File: src/rtl/mul_div_unit.sv
// Radix-2 multi-cycle multiply/divide unit with HI/LO result registers.
// One shift-add or restoring shift-subtract step per clock, then a single sign-fix cycle.
module mul_div_unit #(
    parameter int BitWidth = 32
) (
    input  logic                clk,
    input  logic                reset,
    input  logic                start,
    input  logic [2:0]          op,
    input  logic [BitWidth-1:0] a,
    input  logic [BitWidth-1:0] b,
    output logic                busy,
    output logic                done,
    output logic                div_by_zero,
    output logic [BitWidth-1:0] hi,
    output logic [BitWidth-1:0] lo
);

    localparam int CntW = $clog2(BitWidth + 1);

    localparam logic [2:0] OpMult  = 3'd0;
    localparam logic [2:0] OpMultu = 3'd1;
    localparam logic [2:0] OpDiv   = 3'd2;
    localparam logic [2:0] OpDivu  = 3'd3;
    localparam logic [2:0] OpMthi  = 3'd4;
    localparam logic [2:0] OpMtlo  = 3'd5;

    typedef enum logic [1:0] {
        IDLE,
        RUN,
        FIX
    } state_t;

    state_t                  state;
    logic [CntW-1:0]         cnt;
    logic                    is_div;
    logic                    neg_lo;
    logic                    neg_hi;
    logic [BitWidth-1:0]     addend;
    logic [BitWidth-1:0]     a_orig;
    logic [2*BitWidth-1:0]   acc;

    logic                    signed_op;
    logic [BitWidth-1:0]     mag_a;
    logic [BitWidth-1:0]     mag_b;
    logic [BitWidth:0]       mul_sum;
    logic [BitWidth:0]       div_trial;
    logic [BitWidth+1:0]     div_diff;
    logic                    div_ok;
    logic [2*BitWidth-1:0]   step_next;
    logic [2*BitWidth-1:0]   prod_fix;
    logic [BitWidth-1:0]     quo_fix;
    logic [BitWidth-1:0]     rem_fix;

    assign busy = (state != IDLE);

    assign signed_op = (op == OpMult) || (op == OpDiv);
    assign mag_a     = (signed_op && a[BitWidth-1]) ? -a : a;
    assign mag_b     = (signed_op && b[BitWidth-1]) ? -b : b;

    // acc holds {partial product, multiplier} for multiply and
    // {remainder, dividend -> quotient} for divide; addend is the fixed operand.
    always_comb begin
        mul_sum   = {1'b0, acc[2*BitWidth-1:BitWidth]} + (acc[0] ? {1'b0, addend} : '0);
        div_trial = acc[2*BitWidth-1:BitWidth-1];
        div_diff  = {1'b0, div_trial} - {2'b00, addend};
        div_ok    = ~div_diff[BitWidth+1];
        if (is_div) begin
            step_next = {(div_ok ? div_diff[BitWidth-1:0] : div_trial[BitWidth-1:0]),
                         acc[BitWidth-2:0], div_ok};
        end else begin
            step_next = {mul_sum, acc[BitWidth-1:1]};
        end
        prod_fix = neg_lo ? -acc : acc;
        quo_fix  = neg_lo ? -acc[BitWidth-1:0] : acc[BitWidth-1:0];
        rem_fix  = neg_hi ? -acc[2*BitWidth-1:BitWidth] : acc[2*BitWidth-1:BitWidth];
    end

    always_ff @(posedge clk) begin
        if (reset) begin
            state       <= IDLE;
            cnt         <= '0;
            is_div      <= 1'b0;
            neg_lo      <= 1'b0;
            neg_hi      <= 1'b0;
            addend      <= '0;
            a_orig      <= '0;
            acc         <= '0;
            hi          <= '0;
            lo          <= '0;
            done        <= 1'b0;
            div_by_zero <= 1'b0;
        end else begin
            done <= 1'b0;
            case (state)
                IDLE: begin
                    if (start) begin
                        case (op)
                            OpMthi: hi <= a;
                            OpMtlo: lo <= a;
                            OpMult, OpMultu: begin
                                is_div      <= 1'b0;
                                addend      <= mag_a;
                                acc         <= {{BitWidth{1'b0}}, mag_b};
                                neg_lo      <= signed_op && (a[BitWidth-1] ^ b[BitWidth-1]);
                                neg_hi      <= 1'b0;
                                a_orig      <= a;
                                div_by_zero <= 1'b0;
                                cnt         <= CntW'(BitWidth);
                                state       <= RUN;
                            end
                            OpDiv, OpDivu: begin
                                is_div      <= 1'b1;
                                addend      <= mag_b;
                                acc         <= {{BitWidth{1'b0}}, mag_a};
                                neg_lo      <= signed_op && (a[BitWidth-1] ^ b[BitWidth-1]);
                                neg_hi      <= signed_op && a[BitWidth-1];
                                a_orig      <= a;
                                div_by_zero <= 1'b0;
                                cnt         <= CntW'(BitWidth);
                                state       <= RUN;
                            end
                            default: ;
                        endcase
                    end
                end
                RUN: begin
                    acc <= step_next;
                    cnt <= cnt - 1'b1;
                    if (cnt == CntW'(1)) begin
                        state <= FIX;
                    end
                end
                FIX: begin
                    // A zero divisor is recognised from the latched magnitude.
                    if (is_div && (addend == '0)) begin
                        lo          <= '1;
                        hi          <= a_orig;
                        div_by_zero <= 1'b1;
                    end else if (is_div) begin
                        lo <= quo_fix;
                        hi <= rem_fix;
                    end else begin
                        lo <= prod_fix[BitWidth-1:0];
                        hi <= prod_fix[2*BitWidth-1:BitWidth];
                    end
                    done  <= 1'b1;
                    state <= IDLE;
                end
                default: state <= IDLE;
            endcase
        end
    end

endmodule

File: config.mk
export PLATFORM = sky130hd
export DESIGN_NAME = mul_div_unit
export DESIGN_NICKNAME = d
export VERILOG_FILES = /design/src/rtl/mul_div_unit.sv
export SDC_FILE = /design/constraint.sdc
export NUM_CORES = 1
export LEC_CHECK = 0
export BUFFER_PORTS_ARGS = -buffer_cell sky130_fd_sc_hd__buf_2
export CAP_MARGIN = 20
export CORE_UTILIZATION = 31
export DETAILED_ROUTE_END_ITERATION = 10
export PLACE_DENSITY = 0.54
export SYNTH_ARGS = -nofsm -noshare
export SYNTH_HDL_FRONTEND = slang
export SYNTH_SLANG_ARGS = --single-unit
File: constraint.sdc
create_clock -name clk -period 3.1 [get_ports clk]
set_input_delay 0.465 -clock clk [delete_from_list [all_inputs] [get_ports clk]]
set_output_delay 0.465 -clock clk [all_outputs]
set_load 0.005 [all_outputs]
Yosys cells after proc, flatten, opt, wreduce, memory -nomap -nowiden
Cells that the tools add are included.
Storage, ports and cells
  memories kept: 0
  output and inout port bits: 67
  logic and storage cells: 96
  bits in writable memories: 0
  register bits after elaboration: 205
  input port bits: 70
  bits in read-only memories: 0
  bits in latches: 0
Operators by class
  bitwise gates (word level): 2
  divide/modulo/power cells: 0
  $lt $le $gt $ge: 0
  add/subtract/negate cells: 8
  muxes and demuxes: 36
  reduce and logical (&&, ||, !) cells: 23
  eq/ne operators: 15
  shift-type cells: 0
  multiply operators: 0
Operators with widths (number)
  32-bit 2-to-1 mux: 14
  64-bit case mux with 2 select lines: 2
  64-bit 2-to-1 mux: 3
  32-bit case mux with 2 select lines: 3
  32-bit negator: 4
  64-bit negator: 1
  33-bit by 32-bit subtractor with 34-bit output: 1
  32-bit by 32-bit adder with 33-bit output: 1
  32-bit logical NOT: 1
  3-bit AND reduction: 7
  6-bit 2-to-1 mux: 2
  6-bit case mux with 2 select lines: 1
  2-bit != test, second input constant: 4
  2-bit nonzero test: 4
  3-bit by 2-bit == test with 1-bit output, second input constant: 2
  3-bit == test, second input constant: 2
  6-bit by 1-bit == test with 1-bit output, second input constant: 1
  2-bit 2-to-1 mux: 3
  1-bit case mux with 2 select lines: 3
  6-bit by 1-bit subtractor with 6-bit output, second input constant: 1
  1-bit logical AND: 4
  1-bit 2-to-1 mux: 4
  2-bit by 1-bit != test with 1-bit output, second input constant: 2
  2-bit case mux with 2 select lines: 1
  12 further kinds: 13

Logic depth before layout (Yosys ltp)
Gate-level depths: netlist (run 1).
  word-level depth: 7
  gate-level depth with buffers: 14
  mapped depth without buffers: 13

Worst setup path after synthesis (run 1)
No wires, ideal clock.
  path kind: register to register
  start point: register acc[0]
  end point: register acc[60]
  path buffers: 1
  clock period less this slack: 3.442 ns
  cell stages (with the launch flop): 14
  data arrival time: 3.306 ns
  data required time: 2.964 ns
  library setup time: 0.136 ns
  setup slack: -0.342 ns
  path through: dfxtp_1 inv_1 buf_1 nor2_1 ha_1 a2111oi_0 o21ai_0 a211oi_1 o211ai_1 a311o_1 nand4_1 mux2_2 a221oi_1 o211ai_1
On the way
  word-level cells in the longest chain between the ends: 4
RTL lines
  start: declaration: line 41  | logic [2*BitWidth-1:0] acc;
  start signal: assignment: line 104  | acc <= {{BitWidth{1'b0}}, mag_b};
  start signal: assignment: line 115  | acc <= {{BitWidth{1'b0}}, mag_a};
  start signal: assignment: line 128  | acc <= step_next;
  32-bit 2-to-1 mux: line 64  | mul_sum = {1'b0, acc[2*BitWidth-1:BitWidth]} + (acc[0] ? {1'b0, addend} : '0);
  32-bit by 32-bit adder with 33-bit output: line 64
  64-bit 2-to-1 mux: line 68  | if (is_div) begin
  64-bit case mux with 2 select lines: line 95  | case (state)
No other way between the ends.
A chain may end at the register's enable or synchronous reset.

Worst setup path in the final report (run 1)
Ends and elaborated chain as after synthesis.

==> results.rst, run 1 <==
.. list-table::
   :header-rows: 1

   * - Metric
     - Value
   * - Clock tree from TritonCTS
     - built
   * - Number of synthesized flops with an enable pin
     - 0
   * - Final period utilization
     - 100.4%
   * - Violation count after the first detailed-routing iteration
     - 1509
   * - Post-Synthesis Cell Area
     - 15920 um^2
   * - Reg-to-reg startpoint
     - acc[0]
   * - Largest net degree at the start of global routing
     - 95
   * - Count of filler cells inserted in the layout
     - 5253
   * - Clock net sink count
     - 205
   * - Share of synthesized registers carrying an async set or reset
     - 0%
   * - Total Negative Setup Slacks
     - -0.01261 ns
   * - Design Area, Final
     - 20420 um^2
   * - Register-to-register setup slack
     - -0.01 ns
   * - H-Tree Depth
     - 1
   * - I/O pin count
     - 137
   * - Worst path arrival time
     - 3.55 ns
   * - Beginning of the critical path
     - acc[0]
   * - Drt pass-1 iters
     - 5
   * - Buffers added on ports
     - 136
   * - Highest attainable clock frequency
     - 321.3 MHz
   * - Count of endpoints failing hold in the final timing report
     - 0
   * - Global-route wire length before repair
     - 103.7 mm
   * - Primary flip-flop cell chosen by synthesis mapping
     - sky130_fd_sc_hd__dfxtp_1
   * - Count of cells along the worst register-to-register path
     - 14
   * - Floorplan die width
     - 228.6 um
   * - Initial antenna violation count
     - 1
   * - Launch point of the worst hold path
     - a[1]
   * - Antenna violation net count after detailed routing
     - 0
   * - Fraction of layout cells with a size suffix above 1
     - 23.11%
   * - Core occupancy in the finished layout
     - 40.53%
   * - Synth-to-Final Area Change
     - 28.28%
   * - Number of antenna repair diodes
     - 0
   * - Reg-to-reg endpoint
     - acc[60]
   * - Clk_lat worst skew
     - 0.57 ns
   * - Placeable core area
     - 50380 um^2
   * - Minimum period implied by the final worst setup slack
     - 3.113 ns
   * - Relative slew slack
     - 52.92%
   * - Global router's overall resource usage
     - 25.55%
   * - Element type at the critical path start
     - flop
   * - Sequential-to-total area share from yosys stat
     - 25.79%
   * - Worst clock skew
     - 0.01893 ns
   * - Via density per instance
     - 5.634
   * - Critical Path Sink Type
     - flop
   * - Post-synthesis cell type count
     - 78
   * - Buffer levels on the longest clock path
     - 3
   * - Clock transition at the registers of the reported paths
     - 0.07 ns
   * - Cell depth of the worst min-delay path
     - 3
   * - Die boundary height
     - 228.6 um
   * - Worst VDD drop
     - 0.5108 mV
   * - HPWL Detailed
     - 53.65 mm
   * - Number of global-route vias before repair
     - 16.79k
   * - Placed Cells incl. Taps
     - 3044
   * - Warning count from the yosys run
     - 0
   * - Starting density of the core
     - 31.59%
   * - Failing checks
     - negative setup slack
   * - Min-Delay Endpoint
     - a_orig[1]
   * - WL final
     - 69.08 mm
   * - Pwr per Cell Area
     - 427.2 nW/um^2
   * - LEAKAGE
     - 8.287 nW
   * - Transition time of the tightest slew-check pin
     - 0.7047 ns
   * - Final setup violation count
     - 1
   * - Total via count after detailed routing
     - 17.51k
   * - Result of the run
     - finished with violations
   * - Max-slew violation count
     - 0
   * - Routability Congestion
     - 0.9980
   * - Std-Cell Rows
     - 82
   * - Post-route DRC
     - 0
   * - Cell Area, Placed
     - 18880 um^2
   * - Layout Cells excl Fill
     - 3108
   * - Synthesized net count
     - 2281
   * - RSZ-0062 raised after global routing
     - true
   * - Post-Syn Area per Cell
     - 7.441 um^2
   * - Crit path setup slack, layout
     - -0.01261 ns
   * - Startpoint-to-endpoint class of the critical path
     - flop to flop
   * - Wirelength per Cell
     - 22.22 um
   * - Die area
     - 52250 um^2
   * - Worst-path maximum fanout
     - 8
   * - Final nets
     - 2559
   * - Total of flip-flops plus latches after synthesis
     - 205
   * - Max Cap Viol
     - 0
   * - Total overflow reported by the global router
     - 0
   * - CTS root buffer
     - sky130_fd_sc_hd__clkbuf_16
   * - Worst EP required
     - 3.54 ns
   * - Number of buffers created by CTS
     - 25
   * - Post-cts hold buffer count
     - 0
   * - Type of the tightest min-delay check
     - input port to flop
   * - Number of cells produced by synthesis
     - 2139
final cells by class:
class,instances,area [um^2],area share (%)
multi-input cells,1712,11390,55.79
clock buffers,33,705.7,3.457
repair buffers,407,2828,13.85
inverters,66,252.7,1.238
clock inverters,13,282.8,1.385
well taps,672,840.8,4.118
flip-flops and latches,205,4115,20.16
state kept, by name, indices dropped and copies added, names as in the netlist:
name         flops
a_orig          32
acc             64
addend          32
cnt              6
div_by_zero      1
done             1
hi              32
is_div           1
lo              32
neg_hi           1
neg_lo           1
state            2
metal layers:
metal | global-route usage [%] | up-vias | part of all wire (%)
met5 | 0 | - | 0
met4 | 8.012 | 0 | 3.8
met3 | 3.468 | 119 | 6.6
met2 | 41.20 | 645 | 45
met1 | 35.02 | 8446 | 45
li1 | - | 8301 | -
repair_timing:
item / in CTS / in global routing
endpoints found under the setup margin: 10 / 37
buffers inserted: 8 / 11
pin swaps: 16 / 31
gates resized for setup: 30 / 65
gates cloned: 0 / 0
Yosys cell counts, types with 30 or more instances:
cell | count | area [um^2]
sky130_fd_sc_hd__o21ai_0 | 106 | 530.5
sky130_fd_sc_hd__mux2i_1 | 83 | 830.8
sky130_fd_sc_hd__clkbuf_1 | 125 | 469.2
sky130_fd_sc_hd__inv_1 | 66 | 247.7
sky130_fd_sc_hd__ha_1 | 70 | 875.8
sky130_fd_sc_hd__a221oi_1 | 44 | 385.4
sky130_fd_sc_hd__xor2_1 | 80 | 700.7
sky130_fd_sc_hd__nand3_1 | 48 | 240.2
sky130_fd_sc_hd__a21o_1 | 34 | 255.2
sky130_fd_sc_hd__nand2_1 | 285 | 1070
sky130_fd_sc_hd__o211ai_1 | 30 | 225.2
sky130_fd_sc_hd__dfxtp_1 | 205 | 4104
sky130_fd_sc_hd__a211oi_1 | 35 | 262.8
sky130_fd_sc_hd__nor3_1 | 61 | 305.3
sky130_fd_sc_hd__nor2_1 | 201 | 754.5
sky130_fd_sc_hd__xnor2_1 | 92 | 805.8
sky130_fd_sc_hd__a21oi_1 | 202 | 1011
worst max-delay path, cell delays in order, from the launching register on:
cell	delay, ns
sky130_fd_sc_hd__dfxtp_4	0.36
sky130_fd_sc_hd__inv_6	0.08
sky130_fd_sc_hd__buf_8	0.14
sky130_fd_sc_hd__buf_6	0.11
sky130_fd_sc_hd__nor2_4	0.03
sky130_fd_sc_hd__ha_4	0.28
sky130_fd_sc_hd__and3_4	0.21
sky130_fd_sc_hd__buf_4	0.11
sky130_fd_sc_hd__nand4_1	0.16
sky130_fd_sc_hd__o211ai_1	0.34
sky130_fd_sc_hd__a311o_1	0.26
sky130_fd_sc_hd__nand4_1	0.21
sky130_fd_sc_hd__mux2_4	0.36
sky130_fd_sc_hd__a221oi_2	0.19
sky130_fd_sc_hd__o211ai_1	0.13
worst max path at each step:
stage | to | cells after the start
2_1_floorplan | acc[60] | 13
3_3_place_gp | acc[60] | 14
3_5_place_dp | acc[60] | 13
4_1_cts | acc[60] | 14
5_1_grt | acc[60] | 13
6_report | acc[60] | 14
logic make-up after synthesis:
logic type	share of synthesized area [%]
AND/OR/NAND/NOR	21.90
AO/OA/AOI/OAI	26.31
buffers and inverters	5.354
flip-flops	25.79
XOR/XNOR	9.465
multiplexers	5.432
adder cells (fa/ha/maj)	5.755
per-stage QoR:
step                      setup WS [ns]  hold slack, ns  total power, W
final                          -0.01261          0.2307        0.008721
after global routing           -0.08269          0.2365        0.009033
after CTS                      -0.01172          0.2054        0.008656
after detailed placement        -0.2609          0.4440        0.005062
after global placement          -0.1883          0.4373        0.005048
after floorplan                -0.03848          0.4319        0.004156
cell usage in the layout, fill, tap and decap left out, drive strengths merged, types with 10 or more instances in the layout:
| cell | instances |
|---|---|
| a211oi | 35 |
| a21o | 34 |
| a21oi | 202 |
| a221oi | 44 |
| a22oi | 22 |
| a311oi | 19 |
| a31oi | 23 |
| a41oi | 10 |
| and3 | 10 |
| buf | 407 |
| clkbuf | 33 |
| dfxtp | 205 |
| ha | 70 |
| inv | 67 |
| mux2i | 83 |
| nand2 | 285 |
| nand2b | 20 |
| nand3 | 50 |
| nand4 | 17 |
| nor2 | 201 |
| nor2b | 12 |
| nor3 | 61 |
| nor4 | 24 |
| o211ai | 30 |
| o21ai | 112 |
| o31ai | 20 |
| o41ai | 12 |
| or3 | 15 |
| or4 | 12 |
| xnor2 | 92 |
| xor2 | 80 |
report_power, final:
| part | leakage, nW | total [W] | internal [W] | switching (W) |
|---|---|---|---|---|
| logic | 6.13 | 0.00223 | 0.000888 | 0.00134 |
| clock network | 0.482 | 0.00360 | 0.00227 | 0.00133 |
| registers | 1.67 | 0.00289 | 0.00277 | 0.000123 |
Power figures use the tool's default switching activity.
==> run 2: changes to the inputs <==
--- a/config.mk
+++ b/config.mk
@@ -10,6 +10,7 @@
 export CORE_UTILIZATION = 31
 export DETAILED_ROUTE_END_ITERATION = 10
 export PLACE_DENSITY = 0.54
+export SKIP_CTS_REPAIR_TIMING = 1
 export SYNTH_ARGS = -nofsm -noshare
 export SYNTH_HDL_FRONTEND = slang
 export SYNTH_SLANG_ARGS = --single-unit
==> run 2 against run 1 <==
Effect of this change:
- the flow still finishes with violations (negative setup slack)
- utilization down 0.21 points
- sequential share of layout area rose by 0.091 points
- critical path depth fell by 1
- highest routed layer unchanged
==> results.rst, run 2 (synthesis gave the netlist of run 1 again) <==
.. list-table::
   :header-rows: 1

   * - Metric
     - Value
   * - Number of antenna repair diodes
     - 0 (unchanged)
   * - HPWL Detailed
     - 53.65 mm (unchanged)
   * - Drt pass-1 iters
     - 5 (unchanged)
   * - Fraction of layout cells with a size suffix above 1
     - 22.57% (-0.54 points)
   * - Total via count after detailed routing
     - 17.54k (+0.14%)
   * - Antenna violation net count after detailed routing
     - 0 (unchanged)
   * - Via density per instance
     - 5.649 (+0.27%)
   * - Worst EP required
     - 3.53 ns (about the same)
   * - Most common library cell in the layout ignoring fill and taps
     - sky130_fd_sc_hd__nand2_1
   * - Type of the tightest min-delay check
     - input port to flop
   * - Final period utilization
     - 102.3% (+1.9 points)
   * - Max Cap Viol
     - 0 (unchanged)
   * - Switching portion of total power
     - 32.04% (about the same)
   * - Die boundary height
     - 228.6 um (unchanged)
   * - H-Tree Depth
     - 1 (unchanged)
   * - Final nets
     - 2555 (-0.16%)
   * - Placed Cells incl. Taps
     - 3044 (unchanged)
   * - Starting density of the core
     - 31.59% (unchanged)
   * - Worst VDD drop
     - 0.5107 mV (about the same)
   * - Min-Delay Endpoint
     - a_orig[1]
   * - Element type at the critical path start
     - flop
   * - Highest attainable clock frequency
     - 315.2 MHz (-1.9%)
   * - Buffer levels on the longest clock path
     - 3 (unchanged)
   * - Clk_lat worst skew
     - 0.57 ns (about the same)
   * - Wirelength per Cell
     - 22.22 um (about the same)
   * - Register-to-register setup slack
     - -0.07 ns (-0.06 ns)
   * - Routability Congestion
     - 0.9980 (unchanged)
   * - Most prevalent standard cell on the critical path
     - sky130_fd_sc_hd__o211ai_1
   * - Clk pwr share
     - 41.3% (about the same)
   * - Cell-by-cell trace of the critical path
     - inv_4 > buf_2 > nor2_1 > ha_1 > and3_1 > a221oi_4 > nand3b_1 > o211ai_1 > a311o_1 > nand4_1 > mux2_4 > a221oi_2 > o211ai_1
   * - I/O pin count
     - 137 (unchanged)
   * - Largest Register
     - acc
   * - Max FFs per register
     - 64 (unchanged)
   * - Largest net degree at the start of global routing
     - 95 (unchanged)
   * - Count of cells along the worst register-to-register path
     - 13 (-1)
   * - Clock transition at the registers of the reported paths
     - 0.07 ns (about the same)
   * - Reg-to-reg startpoint
     - acc[0]
   * - Total Negative Setup Slacks
     - -0.07274 ns (-0.06013 ns)
   * - Total net switching power
     - 0.002792 W (unchanged)
   * - Startpoint-to-endpoint class of the critical path
     - flop to flop
   * - Minimum period implied by the final worst setup slack
     - 3.173 ns (+0.06013 ns)
   * - Total overflow reported by the global router
     - 0 (unchanged)
   * - RSZ-0062 raised after global routing
     - true
   * - Floorplan die width
     - 228.6 um (unchanged)
   * - Cell Int Power
     - 0.005922 W (-0.13%)
   * - LEAKAGE
     - 8.287 nW (about the same)
   * - CTS root buffer
     - sky130_fd_sc_hd__clkbuf_16
   * - Transition time of the tightest slew-check pin
     - 0.6955 ns (-0.009188 ns)
   * - Clock net sink count
     - 205 (unchanged)
   * - Beginning of the critical path
     - acc[0]
   * - Launch point of the worst hold path
     - a[1]
   * - Worst clock skew
     - 0.02563 ns (+0.006698 ns)
   * - Synth-to-Final Area Change
     - 27.63%
   * - Buffers added on ports
     - 136 (unchanged)
   * - Result of the run
     - finished with violations
   * - Initial antenna violation count
     - 1 (unchanged)
   * - Placeable core area
     - 50380 um^2 (unchanged)
   * - Core occupancy in the finished layout
     - 40.32% (-0.21 points)
   * - Global router's overall resource usage
     - 25.43% (-0.12 points)
   * - Cell at the slowest stage of the critical path
     - sky130_fd_sc_hd__a311o_1
   * - Crit path setup slack, layout
     - -0.07274 ns (-0.06013 ns)
   * - Cell depth of the worst min-delay path
     - 3 (unchanged)
   * - Global-route wire length before repair
     - 103.2 mm (-0.52%)
   * - Final setup violation count
     - 1 (unchanged)
   * - Worst path arrival time
     - 3.61 ns (+0.06 ns)
   * - Clock tree from TritonCTS
     - built
   * - Max-slew violation count
     - 0 (unchanged)
   * - Failing checks
     - negative setup slack
   * - Number of global-route vias before repair
     - 16.67k (-0.70%)
   * - Die area
     - 52250 um^2 (unchanged)
   * - Register share of total power
     - 33.2% (about the same)
   * - Relative slew slack
     - 53.63% (+0.71 points)
   * - Std-Cell Rows
     - 82 (unchanged)
   * - Pwr per Cell Area
     - 429.0 nW/um^2 (+0.42%)
   * - WL final
     - 68.97 mm (-0.15%)
   * - Violation count after the first detailed-routing iteration
     - 1504 (-0.33%)
   * - Reg-to-reg endpoint
     - acc[60]
   * - Worst-path maximum fanout
     - 7 (-1)
   * - Count of endpoints failing hold in the final timing report
     - 0 (unchanged)
   * - Post-route DRC
     - 0 (unchanged)
   * - Worst path max stage delay
     - 0.37 ns (about the same)
   * - Top library cells by usage in the layout, fill and taps aside
     - sky130_fd_sc_hd__nand2_1 (283), sky130_fd_sc_hd__buf_4 (258), sky130_fd_sc_hd__dfxtp_1 (198), sky130_fd_sc_hd__a21oi_1 (196), sky130_fd_sc_hd__nor2_1 (192)
   * - Number of buffers created by CTS
     - 25 (unchanged)
   * - Layout Cells excl Fill
     - 3104 (-0.13%)
   * - Proportion of power drawn by combinational gates
     - 25.5% (about the same)
   * - Critical Path Sink Type
     - flop
==> run 2: worst max-delay path, delay by kind of cell (launching register included) <==
kind,cells,cell delay (ns)
AO/OA/AOI/OAI,5,1.13
adder cells (fa/ha/maj),1,0.26
buffers and inverters,2,0.20
flip-flops,1,0.36
multiplexers,1,0.33
AND/OR/NAND/NOR,4,0.75
==> run 2: stage by stage <==
| step | power (W) | hold slack, ns | setup slack [ns] | instance area [um^2] |
|---|---|---|---|---|
| final | 0.008714 | 0.2259 | -0.07274 | 20310 |
| after detailed placement | 0.005062 | 0.4440 | -0.2609 | 18880 |
| after global placement | 0.005048 | 0.4373 | -0.1883 | 18880 |
| after floorplan | 0.004156 | 0.4319 | -0.03848 | 15930 |
| after global routing | 0.009021 | 0.2365 | -0.1540 | 20310 |
| after CTS | 0.008640 | 0.2054 | -0.3032 | 19870 |
==> run 2: area by class of cell <==
cell class	count	area [um^2]
flip-flops and latches	205	4113
inverters	66	250.2
clock inverters	13	282.8
fillers	5263	30060
clock buffers	33	705.7
repair buffers	403	2780
well taps	672	840.8
multi-input cells	1712	11340
==> run 2: power groups by stage <==
stage               logic (W)  registers, W  clock network (W)
finish                0.00222       0.00289            0.00360
global route          0.00238       0.00291            0.00373
CTS                   0.00213       0.00289            0.00363
detailed placement    0.00212       0.00294                  0
global placement      0.00211       0.00294                  0
floorplan             0.00124       0.00292                  0
==> run 2: how the worst max path moves through the flow <==
stage,end,slack (ns),cells after the start
floorplan,acc[60],-0.04,13
global placement,acc[60],-0.19,14
detailed placement,acc[60],-0.26,13
CTS,acc[60],-0.30,13
global route,acc[60],-0.15,12
finish,acc[60],-0.07,13
==> run 2: routing by layer <==
metal	vias up	share of wire [%]	global-route usage (%)
met1	8516	44	35.02
met2	619	46	40.90
met5	-	0	0
li1	8285	-	-
met3	115	6.6	3.431
met4	0	3.5	7.781
==> run 3: changes to the inputs <==
--- a/config.mk
+++ b/config.mk
@@ -7,9 +7,12 @@
 export LEC_CHECK = 0
 export BUFFER_PORTS_ARGS = -buffer_cell sky130_fd_sc_hd__buf_2
 export CAP_MARGIN = 20
+export CELL_PAD_IN_SITES_DETAIL_PLACEMENT = 0
+export CELL_PAD_IN_SITES_GLOBAL_PLACEMENT = 1
 export CORE_UTILIZATION = 31
 export DETAILED_ROUTE_END_ITERATION = 10
-export PLACE_DENSITY = 0.54
+export PLACE_DENSITY = 0.67
+export RECOVER_POWER = 25
 export SKIP_CTS_REPAIR_TIMING = 1
 export SYNTH_ARGS = -nofsm -noshare
 export SYNTH_HDL_FRONTEND = slang
==> constraint.sdc (replaced) <==
create_clock -name clk -period 2.6 [get_ports clk]
set_input_delay 0.39 -clock clk [delete_from_list [all_inputs] [get_ports clk]]
set_output_delay 0.39 -clock clk [all_outputs]
set_load 0.005 [all_outputs]
==> run 3 against run 2 <==
Effect of this change:
- the flow still finishes with violations (negative setup slack)
- setup slack lost 0.39 ns
- die area is the same
- maximum frequency grew 3.7%
- highest routed layer is now met5
==> results.rst, run 3 (synthesis gave the netlist of run 1 again) <==
.. list-table::
   :header-rows: 1

   * - Metric
     - Value
   * - Post-route DRC
     - 0 (unchanged)
   * - Worst VDD drop
     - 0.4799 mV (-6.0%)
   * - Max-slew violation count
     - 0 (unchanged)
   * - Fraction of layout cells with a size suffix above 1
     - 33.83% (+11 points)
   * - Max FFs per register
     - 64 (unchanged)
   * - Initial antenna violation count
     - 4 (+3)
   * - Floorplan die width
     - 228.6 um (unchanged)
   * - I/O pin count
     - 137 (unchanged)
   * - Total overflow reported by the global router
     - 0 (unchanged)
   * - Type of the tightest min-delay check
     - input port to flop
   * - Final setup violation count
     - 57 (+56)
   * - Worst EP required
     - 3.09 ns (-0.44 ns)
   * - Most common library cell in the layout ignoring fill and taps
     - sky130_fd_sc_hd__buf_4
   * - Design Area, Final
     - 23140 um^2 (+14%)
   * - Worst path max stage delay
     - 0.43 ns (+0.06 ns)
   * - Largest net degree at the start of global routing
     - 102 (+7.4%)
   * - Pwr per Cell Area
     - 459.2 nW/um^2 (+7.0%)
   * - Met3 Usage GRT
     - 5.976% (+2.5 points)
   * - Critical Path Sink Type
     - flop
   * - Final nets
     - 2789 (+9.2%)
   * - Failing checks
     - negative setup slack
   * - HPWL Detailed
     - 58.00 mm (+8.1%)
   * - Global Route met1 Usage
     - 35.43% (+0.41 points)
   * - Antenna violation net count after detailed routing
     - 0 (unchanged)
   * - Worst clock skew
     - 0.03049 ns (+0.004864 ns)
   * - Global Route met2 Usage
     - 41.81% (+0.91 points)
   * - Wirelength per Cell
     - 22.44 um (+0.97%)
   * - Clock transition at the registers of the reported paths
     - 0.06 ns (about the same)
   * - RSZ-0062 raised after global routing
     - true
   * - Post-Place Setup Slack
     - -0.5264 ns (-0.2656 ns)
   * - Startpoint-to-endpoint class of the critical path
     - flop to flop
   * - Violation count after the first detailed-routing iteration
     - 1465 (-2.6%)
   * - Element type at the critical path start
     - flop
   * - Clock tree from TritonCTS
     - built
   * - Number of buffers created by CTS
     - 26 (+4.0%)
   * - Max Cap Viol
     - 0 (unchanged)
   * - Std-Cell Rows
     - 82 (unchanged)
   * - Global-route wire length before repair
     - 107.6 mm (+4.2%)
   * - Global route hottest layer
     - met2
   * - Result of the run
     - finished with violations
   * - Count of endpoints failing hold in the final timing report
     - 0 (unchanged)
   * - Cell at the slowest stage of the critical path
     - sky130_fd_sc_hd__a2111oi_4
   * - Relative slew slack
     - 38.73% (-15 points)
   * - Clk_lat worst skew
     - 0.58 ns (about the same)
   * - Die boundary height
     - 228.6 um (unchanged)
   * - Global router's overall resource usage
     - 26.94% (+1.5 points)
   * - CTS root buffer
     - sky130_fd_sc_hd__clkbuf_16
   * - Drt pass-1 iters
     - 8 (+3)
   * - Starting density of the core
     - 31.59% (unchanged)
   * - Buffer levels on the longest clock path
     - 3 (unchanged)
   * - Minimum period implied by the final worst setup slack
     - 3.061 ns (-0.1121 ns)
   * - Total via count after detailed routing
     - 18.44k (+5.2%)
   * - Highest attainable clock frequency
     - 326.7 MHz (+3.7%)
   * - Top library cells by usage in the layout, fill and taps aside
     - sky130_fd_sc_hd__buf_4 (459), sky130_fd_sc_hd__nand2_1 (276), sky130_fd_sc_hd__dfxtp_1 (191), sky130_fd_sc_hd__nor2_1 (184), sky130_fd_sc_hd__a21oi_1 (178)
   * - LEAKAGE
     - 9.580 nW (+16%)
   * - Final period utilization
     - 117.7% (+15 points)
   * - Placeable core area
     - 50380 um^2 (unchanged)
   * - Worst-path maximum fanout
     - 3 (-4)
   * - Transition time of the tightest slew-check pin
     - 0.9094 ns (+0.2139 ns)
   * - Clock net sink count
     - 205 (unchanged)
   * - Number of global-route vias before repair
     - 17.66k (+5.9%)
   * - Most prevalent standard cell on the critical path
     - sky130_fd_sc_hd__o21ai_2
   * - Cell Area, Placed
     - 20560 um^2 (+8.9%)
   * - Crit path setup slack, layout
     - -0.4606 ns (-0.3879 ns)
   * - H-Tree Depth
     - 1 (unchanged)
   * - Via density per instance
     - 5.522 (-2.2%)
   * - Smallest hold slack
     - 0.1223 ns (-0.1037 ns)
   * - Die area
     - 52250 um^2 (unchanged)
   * - Cell-by-cell trace of the critical path
     - inv_2 > ha_4 > inv_2 > fa_2 > a211oi_2 > o21ai_2 > o21ai_2 > a21oi_4 > a2111oi_4 > o21ai_2 > mux2i_1 > o32a_1 > o31ai_1
   * - WL final
     - 74.91 mm (+8.6%)
   * - Worst path arrival time
     - 3.55 ns (-0.06 ns)
   * - Largest Register
     - acc
   * - Synth-to-Final Area Change
     - 45.39%
   * - Routability Congestion
     - 0.9218 (-7.6%)
   * - Buffers added on ports
     - 136 (unchanged)
==> run 3: cell types whose count changed in the layout (fill, tap and decap cells not counted), sizes merged <==
cell and delta:
buf +212, clkbuf +23, bufinv -5, inv +2
clkinv +1, clkinvlp +1, diode +1
==> run 3: metal layers <==
metal | vias to the layer above | wire length (um)
li1 | 8767 | -
met1 | 8900 | 32480
met2 | 612 | 33260
met3 | 158 | 5418
met4 | 2 | 3736
met5 | - | 13
==> run 3: worst max-delay path, delay by kind of cell (launching register included) <==
| kind | cells | cell delay (ns) |
|---|---|---|
| adder cells (fa/ha/maj) | 2 | 0.54 |
| buffers and inverters | 2 | 0.12 |
| flip-flops | 1 | 0.32 |
| AO/OA/AOI/OAI | 8 | 1.86 |
| multiplexers | 1 | 0.14 |
==> run 3: per-stage QoR <==
stage	instances	power, W	setup TNS, ns	utilization [%]
5_1_grt	3338	0.01100	-14.29	45.93
6_report	3339	0.01063	-8.339	45.93
3_5_place_dp	3246	0.006379	-23.22	40.81
2_1_floorplan	2139	0.004993	-1.403	-
4_1_cts	3293	0.01032	-17.78	42.62
3_3_place_gp	3246	0.006359	-20.38	40.81
==> run 3: area by class of cell <==
class / count / area, um^2
fill: 5133 / 27240
multi-input combinational: 1712 / 12270
timing repair buffer: 636 / 4736
sequential: 205 / 4126
tap: 672 / 840.8
clock buffer: 35 / 755.7
inverter: 66 / 255.2
clock inverter: 12 / 155.1
antenna: 1 / 2.502
==> run 3: power breakdown <==
group,leakage (nW),total [W],switching [W],internal [W]
Clock,0.444,0.00394,0.00160,0.00234
Sequential,1.68,0.00342,0.000122,0.00330
Combinational,7.46,0.00326,0.00186,0.00141
==> run 3: worst paths after layout <==
kind,startpoint,endpoint,slack [ns],cells after the start
setup / recovery,acc[31],acc[62],-0.46,13
hold / removal,op[1],is_div,0.12,3
setup reg to reg,acc[31],acc[62],-0.46,13
hold reg to reg,addend[19],addend[19],0.45,2
